==> src/rtl/native_bus_dma_pkg.sv <==
// Shared types and constants for the native-bus word-copy DMA.
//   state_e      : engine state encoding
//   WSTRB_RD/WR  : byte strobes for read and full-word write transactions
//   WORD_BYTES   : address stride per copied word
package native_bus_dma_pkg;

  typedef enum logic [2:0] {
    StIdle,
    StRd,
    StGapW,
    StWr,
    StGapR,
    StFin
  } state_e;

  localparam logic [3:0]  WSTRB_RD   = 4'h0;
  localparam logic [3:0]  WSTRB_WR   = 4'hF;
  localparam logic [31:0] WORD_BYTES = 32'd4;

  // True when either byte address is not on a 32-bit word boundary.
  function automatic logic misaligned(logic [1:0] src_lo, logic [1:0] dst_lo);
    return |(src_lo | dst_lo);
  endfunction

endpackage

==> src/rtl/native_bus_dma_if.sv <==
// Native memory bus (valid/ready) between an initiator and a responder.
//   master : drives mem_valid/instr/addr/wdata/wstrb, receives mem_ready/rdata
//   slave  : the responder view
interface native_bus_dma_if;

  logic        mem_valid;
  logic        mem_instr;
  logic [31:0] mem_addr;
  logic [31:0] mem_wdata;
  logic [3:0]  mem_wstrb;
  logic        mem_ready;
  logic [31:0] mem_rdata;

  modport master (
    output mem_valid, mem_instr, mem_addr, mem_wdata, mem_wstrb,
    input  mem_ready, mem_rdata
  );

  modport slave (
    input  mem_valid, mem_instr, mem_addr, mem_wdata, mem_wstrb,
    output mem_ready, mem_rdata
  );

endinterface

==> src/rtl/native_bus_dma_nb_wait_timer.sv <==
// Transaction wait timer for a native-bus initiator.
//   clk, resetn : clock, synchronous active-low reset
//   clear       : restart the count (held while no transaction is pending)
//   enable      : count this cycle (request pending, not acknowledged)
//   expired     : this stalled cycle is the TIMEOUT-th one; abandon the transaction
module nb_wait_timer #(
  parameter int unsigned TIMEOUT = 64
) (
  input  logic clk,
  input  logic resetn,
  input  logic clear,
  input  logic enable,
  output logic expired
);

  localparam int unsigned CntW = $clog2(TIMEOUT + 1);

  logic [CntW-1:0] cnt_q, cnt_d;

  // Combinational so the initiator can leave on the edge that completes TIMEOUT stalls.
  assign expired = enable && (cnt_q == CntW'(TIMEOUT - 1));

  always_comb begin
    cnt_d = cnt_q;
    if (clear) begin
      cnt_d = '0;
    end else if (enable && (cnt_q != CntW'(TIMEOUT))) begin
      cnt_d = cnt_q + CntW'(1);
    end
  end

  always_ff @(posedge clk) begin
    if (!resetn) begin
      cnt_q <= '0;
    end else begin
      cnt_q <= cnt_d;
    end
  end

endmodule

==> src/rtl/native_bus_dma.sv <==
// Word-copy DMA initiator on the native memory bus.
//   clk, resetn          : clock, synchronous active-low reset
//   start                : launch request, sampled only when idle
//   src_addr, dst_addr   : word-aligned byte addresses
//   len_words            : words to copy
//   abort                : stop at the next transaction boundary
//   busy, done, err      : status (done is a one-cycle pulse, err is sticky)
//   words_done           : words fully written in the current/last copy
//   bus                  : native bus master port
module native_bus_dma
  import native_bus_dma_pkg::*;
#(
  parameter int unsigned LEN_W   = 16,
  parameter int unsigned TIMEOUT = 64
) (
  input  logic             clk,
  input  logic             resetn,
  input  logic             start,
  input  logic [31:0]      src_addr,
  input  logic [31:0]      dst_addr,
  input  logic [LEN_W-1:0] len_words,
  input  logic             abort,
  output logic             busy,
  output logic             done,
  output logic             err,
  output logic [LEN_W-1:0] words_done,
  native_bus_dma_if.master bus
);

  state_e           state_q, state_d;
  logic [31:0]      cur_src_q, cur_src_d;
  logic [31:0]      cur_dst_q, cur_dst_d;
  logic [LEN_W-1:0] len_q, len_d;
  logic [31:0]      buf_q, buf_d;
  logic             err_q, err_d;
  logic [LEN_W-1:0] wd_q, wd_d;
  logic             abort_q, abort_d;
  logic             expired;

  // Every transaction is preceded by a non-valid cycle, so clearing on !mem_valid
  // restarts the timer for each one.
  nb_wait_timer #(
    .TIMEOUT (TIMEOUT)
  ) u_wait_timer (
    .clk     (clk),
    .resetn  (resetn),
    .clear   (!bus.mem_valid),
    .enable  (bus.mem_valid && !bus.mem_ready),
    .expired (expired)
  );

  always_comb begin
    state_d   = state_q;
    cur_src_d = cur_src_q;
    cur_dst_d = cur_dst_q;
    len_d     = len_q;
    buf_d     = buf_q;
    err_d     = err_q;
    wd_d      = wd_q;
    abort_d   = abort_q;

    if ((state_q != StIdle) && abort) begin
      abort_d = 1'b1;
    end

    unique case (state_q)
      StIdle: begin
        if (start) begin
          cur_src_d = src_addr;
          cur_dst_d = dst_addr;
          len_d     = len_words;
          err_d     = 1'b0;
          wd_d      = '0;
          abort_d   = 1'b0;
          if (misaligned(src_addr[1:0], dst_addr[1:0])) begin
            err_d   = 1'b1;
            state_d = StFin;
          end else if (len_words == '0) begin
            state_d = StFin;
          end else begin
            state_d = StRd;
          end
        end
      end
      StRd: begin
        if (expired) begin
          err_d   = 1'b1;
          state_d = StFin;
        end else if (bus.mem_ready) begin
          buf_d   = bus.mem_rdata;
          state_d = StGapW;
        end
      end
      StGapW: begin
        // An abort here drops the buffered word without writing it.
        state_d = abort_q ? StFin : StWr;
      end
      StWr: begin
        if (expired) begin
          err_d   = 1'b1;
          state_d = StFin;
        end else if (bus.mem_ready) begin
          cur_src_d = cur_src_q + WORD_BYTES;
          cur_dst_d = cur_dst_q + WORD_BYTES;
          wd_d      = wd_q + LEN_W'(1);
          if ((wd_q + LEN_W'(1) == len_q) || abort_q) begin
            state_d = StFin;
          end else begin
            state_d = StGapR;
          end
        end
      end
      StGapR:  state_d = StRd;
      StFin:   state_d = StIdle;
      default: state_d = StIdle;
    endcase
  end

  always_ff @(posedge clk) begin
    if (!resetn) begin
      state_q   <= StIdle;
      cur_src_q <= '0;
      cur_dst_q <= '0;
      len_q     <= '0;
      buf_q     <= '0;
      err_q     <= 1'b0;
      wd_q      <= '0;
      abort_q   <= 1'b0;
    end else begin
      state_q   <= state_d;
      cur_src_q <= cur_src_d;
      cur_dst_q <= cur_dst_d;
      len_q     <= len_d;
      buf_q     <= buf_d;
      err_q     <= err_d;
      wd_q      <= wd_d;
      abort_q   <= abort_d;
    end
  end

  always_comb begin
    bus.mem_valid = (state_q == StRd) || (state_q == StWr);
    bus.mem_instr = 1'b0;
    bus.mem_addr  = '0;
    bus.mem_wdata = '0;
    bus.mem_wstrb = WSTRB_RD;
    if (state_q == StRd) begin
      bus.mem_addr = cur_src_q;
    end else if (state_q == StWr) begin
      bus.mem_addr  = cur_dst_q;
      bus.mem_wdata = buf_q;
      bus.mem_wstrb = WSTRB_WR;
    end
  end

  assign busy       = (state_q != StIdle);
  assign done       = (state_q == StFin);
  assign err        = err_q;
  assign words_done = wd_q;

endmodule

==> src/flat_wrapper.sv <==
// flat-port wrapper written by rule: the top's interface ports become plain ports
module native_bus_dma_flat import native_bus_dma_pkg::*;
#(
  parameter int unsigned LEN_W   = 16,
  parameter int unsigned TIMEOUT = 64
)
  (clk, resetn, start, src_addr, dst_addr, len_words, abort, busy, done, err, words_done, bus_mem_valid, bus_mem_instr, bus_mem_addr, bus_mem_wdata, bus_mem_wstrb, bus_mem_ready, bus_mem_rdata);
  native_bus_dma_if bus_i ();
  input  logic clk;
  input  logic resetn;
  input  logic start;
  input  logic [31:0] src_addr;
  input  logic [31:0] dst_addr;
  input  logic [LEN_W-1:0] len_words;
  input  logic abort;
  output logic busy;
  output logic done;
  output logic err;
  output logic [LEN_W-1:0] words_done;
  output wire logic [$bits(bus_i.mem_valid)-1:0] bus_mem_valid;
  output wire logic [$bits(bus_i.mem_instr)-1:0] bus_mem_instr;
  output wire logic [$bits(bus_i.mem_addr)-1:0] bus_mem_addr;
  output wire logic [$bits(bus_i.mem_wdata)-1:0] bus_mem_wdata;
  output wire logic [$bits(bus_i.mem_wstrb)-1:0] bus_mem_wstrb;
  input wire logic [$bits(bus_i.mem_ready)-1:0] bus_mem_ready;
  input wire logic [$bits(bus_i.mem_rdata)-1:0] bus_mem_rdata;
  assign bus_mem_valid = bus_i.mem_valid;
  assign bus_mem_instr = bus_i.mem_instr;
  assign bus_mem_addr = bus_i.mem_addr;
  assign bus_mem_wdata = bus_i.mem_wdata;
  assign bus_mem_wstrb = bus_i.mem_wstrb;
  assign bus_i.mem_ready = bus_mem_ready;
  assign bus_i.mem_rdata = bus_mem_rdata;
  native_bus_dma #(.LEN_W(LEN_W), .TIMEOUT(TIMEOUT)) u_core (.clk(clk), .resetn(resetn), .start(start), .src_addr(src_addr), .dst_addr(dst_addr), .len_words(len_words), .abort(abort), .busy(busy), .done(done), .err(err), .words_done(words_done), .bus(bus_i));
endmodule
==> config.mk <==
export PLATFORM = sky130hd
export DESIGN_NAME = native_bus_dma_flat
export DESIGN_NICKNAME = d
export VERILOG_FILES = /design/src/rtl/native_bus_dma_pkg.sv /design/src/rtl/native_bus_dma_if.sv /design/src/rtl/native_bus_dma_nb_wait_timer.sv /design/src/rtl/native_bus_dma.sv /design/src/flat_wrapper.sv
export SDC_FILE = /design/constraint.sdc
export NUM_CORES = 1
export LEC_CHECK = 0
export CORE_UTILIZATION = 55
export DETAILED_ROUTE_END_ITERATION = 10
export DONT_BUFFER_PORTS = 1
export GPL_TIMING_DRIVEN = 0
export PLACE_DENSITY = 0.71
export SYNTH_ARGS = -nofsm -noshare
export SYNTH_HDL_FRONTEND = slang
export SYNTH_SLANG_ARGS = --single-unit
==> constraint.sdc <==
create_clock -name clk -period 2.6 [get_ports clk]
set_clock_uncertainty 0.05 [all_clocks]
set_input_delay 0.13 -clock clk [delete_from_list [all_inputs] [get_ports clk]]
set_output_delay 0.13 -clock clk [all_outputs]
set_load 0.01 [all_outputs]
==> impl_metrics.env <==
export IMPL_cp_max_fo=7
export IMPL_synth_top_area_share_pct=34.6
export IMPL_start_util_pct=57.3
export IMPL_synth_edff_count=0
export IMPL_core_mm2=0.0141
export IMPL_timing_critical_path_arrival_ns=2.80
export IMPL_crit_type="flip-flop to flip-flop"
export IMPL_dp_cells=1269
export IMPL_cp_required_ns=2.87
export IMPL_fin_hold_ws_ns=0.00753
export IMPL_area_growth_pct=24.2
export IMPL_min_path_cells=3
export IMPL_rsz0062_at_grt="true"
export IMPL_port_buffers=0
export IMPL_fp_dieW_um=123
export IMPL_track_usage_pct=38.0
export IMPL_clockBufferDepth=2
export IMPL_synth_area_mm2=0.00810
export IMPL_fin_nets=1340
export IMPL_finalSetupViolCount=0
export IMPL_antenna_left=0
export IMPL_timing_slew_headroom_pct=39.7
export IMPL_clkTransAtPathRegs_ns=0.07
export IMPL_cts_root_buf="clkbuf_16"
export IMPL_std_cell_rows=43
export IMPL_status="complete, no violations"
export IMPL_grt_max_degree=17
export IMPL_seqPwrFrac_pct=37.6
export IMPL_synth_flop_cell="dfxtp_1"
export IMPL_drc=0
export IMPL_pin_count=206
export IMPL_finalCritPeriodShare_pct=97.3
export IMPL_grt_pass1_wl_um=43900
export IMPL_ff_latch_area_mm2=0.00280
export IMPL_ys_seq_elements=140
export IMPL_comb_power_share_pct=26.6
export IMPL_regToRegSetupSlack_ns=0.07
export IMPL_ys_warn_count=0
export IMPL_cap_violations=0
export IMPL_syn_area_per_cell_um2=7.44
export IMPL_netlist_top_cells_area="dfxtp_1, nand2_1, a21oi_1"
export IMPL_worst_setup_path_end_kind="flip-flop"
export IMPL_die_area_mm2=0.0152
export IMPL_vias_per_cell=6.34
export IMPL_drt_iter0_markers=1017
export IMPL_final_hold_viol_count=0
export IMPL_gp_congestion=0.951
export IMPL_powerDensity_mw_per_mm2=713
export IMPL_ctsHtreeMaxLevel=4
export IMPL_hp_class="input pin to flip-flop"
export IMPL_worst_r2r_path_depth=7
export IMPL_drt_wl_total_um=28900
export IMPL_swShare_pct=34.9
export IMPL_tightest_slew_ns=0.904
export IMPL_place_ws_ns=0.145
export IMPL_synth_cells=1089
export IMPL_setup_ws_ns=0.0710
export IMPL_diodes=0
export IMPL_die_height_um=123
export IMPL_vias=8939
export IMPL_multi_input_area_mm2=0.00481
export IMPL_drv_slew=0
export IMPL_synth_distinct_cells=68
export IMPL_synth_top_cell_by_area="dfxtp_1"
export IMPL_hpwl_um=19600
export IMPL_drive_gt1_share_pct=7.23
export IMPL_cts_tree="yes"
export IMPL_clock_latency_ns=0.44
export IMPL_syn_nets=1211
export IMPL_start_kind="flip-flop"
export IMPL_antenna_found_initial=0
export IMPL_total_power_uw=7170
export IMPL_final_area_mm2=0.0101
export IMPL_drtPass1Iterations=6
export IMPL_internal_power_uw=4670
export IMPL_yosysSeqAreaShare_pct=34.6
export IMPL_period_minus_slack_ns=2.53
export IMPL_grt_pass1_vias=8231
export IMPL_async_flop_share_pct=0
export IMPL_cellLeakagePower_uw=0.00379
export IMPL_grt_overflow=0
export IMPL_clkPwrFrac_pct=35.7
export IMPL_fin_cells=1411
export IMPL_wl_per_cell_um=20.5
export IMPL_cts_buffers=17
export IMPL_fill_cells=1154
export IMPL_switchingPower_uw=2500
export IMPL_clkSinkCount=140
export IMPL_placed_cell_area_mm2=0.00833
export IMPL_ir_drop_mv=0.557
export IMPL_timing_fmax_ghz=0.395
==> layer usage <==
layer	global-route usage [%]	routed length, um	vias to the layer above
li1	-	-	4137
met1	48.9	11600	4122
met2	59.1	12900	585
met3	10.9	3520	95
met4	16.2	952	0
met5	0	0	-
==> what timing repair did <==
item,CTS,global route
gates resized for setup,5,8
endpoints found under the hold margin,118,0
setup buffers,0,0
setup endpoints to repair,39,23
hold buffers,110,0
==> cell families (layout without fill, tap and decap cells) <==
group / Yosys count / after routing / share of synthesized area [%]
XOR/XNOR: 27 / 27 / 2.92
AND/OR/NAND/NOR: 493 / 493 / 29.2
buffers and inverters: 109 / 251 / 6.05
other: 1 / 1 / 0.0463
adder cells (fa/ha/maj): 5 / 5 / 0.772
multiplexers: 52 / 52 / 6.42
flip-flops: 140 / 140 / 34.6
AO/OA/AOI/OAI: 262 / 262 / 20.0
==> stage by stage <==
stage | setup TNS (ns) | utilization (%)
3_3_place_gp | 0 | 58.9
2_1_floorplan | 0 | -
6_report | 0 | 71.1
5_1_grt | -0.0870 | 71.1
3_5_place_dp | 0 | 58.9
4_1_cts | 0 | 71.0
==> cell usage after synthesis, drive strengths merged, types with 19 or more instances <==
| master | number |
|---|---|
| nand2 | 192 |
| dfxtp | 140 |
| a21oi | 119 |
| nor2 | 109 |
| clkbuf | 52 |
| mux2i | 52 |
| and3 | 47 |
| o21ai | 42 |
| buf | 41 |
| nand3 | 40 |
| nand4 | 28 |
| nor3 | 25 |
| xnor2 | 19 |
==> area by class of cell <==
class                   count  area share (%)
well taps                 180            2.24
multi-input cells         840            47.8
flip-flops and latches    140            27.9
inverters                  16           0.647
plain buffers              93            4.46
clock buffers              19            4.40
clock inverters            13            1.65
repair buffers            110            10.9
==> flip-flops by register name (all words and copies together), names as in the netlist <==
name	cells
u_core.abort_q	1
u_core.buf_q	32
u_core.cur_dst_q	32
u_core.cur_src_q	32
u_core.err	1
u_core.len_q	16
u_core.state_q	3
u_core.u_wait_timer.cnt_q	7
u_core.words_done	16
==> power groups by stage <==
stage | Sequential, uW | Clock, uW | Combinational, uW
global placement | 2720 | 0 | 1680
global route | 2720 | 2670 | 2070
floorplan | 2630 | 0 | 1280
finish | 2700 | 2560 | 1910
detailed placement | 2720 | 0 | 1700
CTS | 2680 | 2560 | 1850
==> worst paths after layout <==
check | startpoint | endpoint
setup / recovery | u_core.cur_dst_q[2] | u_core.cur_dst_q[30]
setup reg to reg | u_core.cur_dst_q[2] | u_core.cur_dst_q[30]
hold reg to reg | u_core.buf_q[7] | u_core.buf_q[7]
hold / removal | src_addr[20] | u_core.cur_src_q[20]
==> cell usage in the layout, fill, tap and decap left out, types with 4 or more instances in the layout <==
master / n
a211oi_1: 10
a21o_1: 6
a21oi_1: 119
a221oi_1: 13
a22o_1: 4
a22oi_1: 7
a311oi_1: 12
a31oi_1: 11
and2_1: 10
and3_1: 47
and4_1: 5
buf_1: 4
buf_2: 23
buf_4: 9
buf_6: 4
clkbuf_1: 50
clkbuf_16: 17
dfxtp_1: 139
dlygate4sd3_1: 110
ha_1: 5
inv_1: 15
mux2i_1: 52
nand2_1: 191
nand2b_1: 4
nand3_1: 40
nand4_1: 25
nor2_1: 108
nor3_1: 23
nor4_1: 12
o21ai_0: 42
o22ai_1: 7
or3_1: 6
or4_1: 4
xnor2_1: 19
xor2_1: 8
==> worst max-delay path, cell delays in order, from the launching register on <==
cell      delay [ns]
dfxtp_1         0.42
ha_1            0.27
nand4_1         0.28
nor3_2          0.61
and3_1          0.38
nand3_1         0.14
o221ai_1        0.20
a21oi_1         0.06
(Power assumes the default switching activity.)
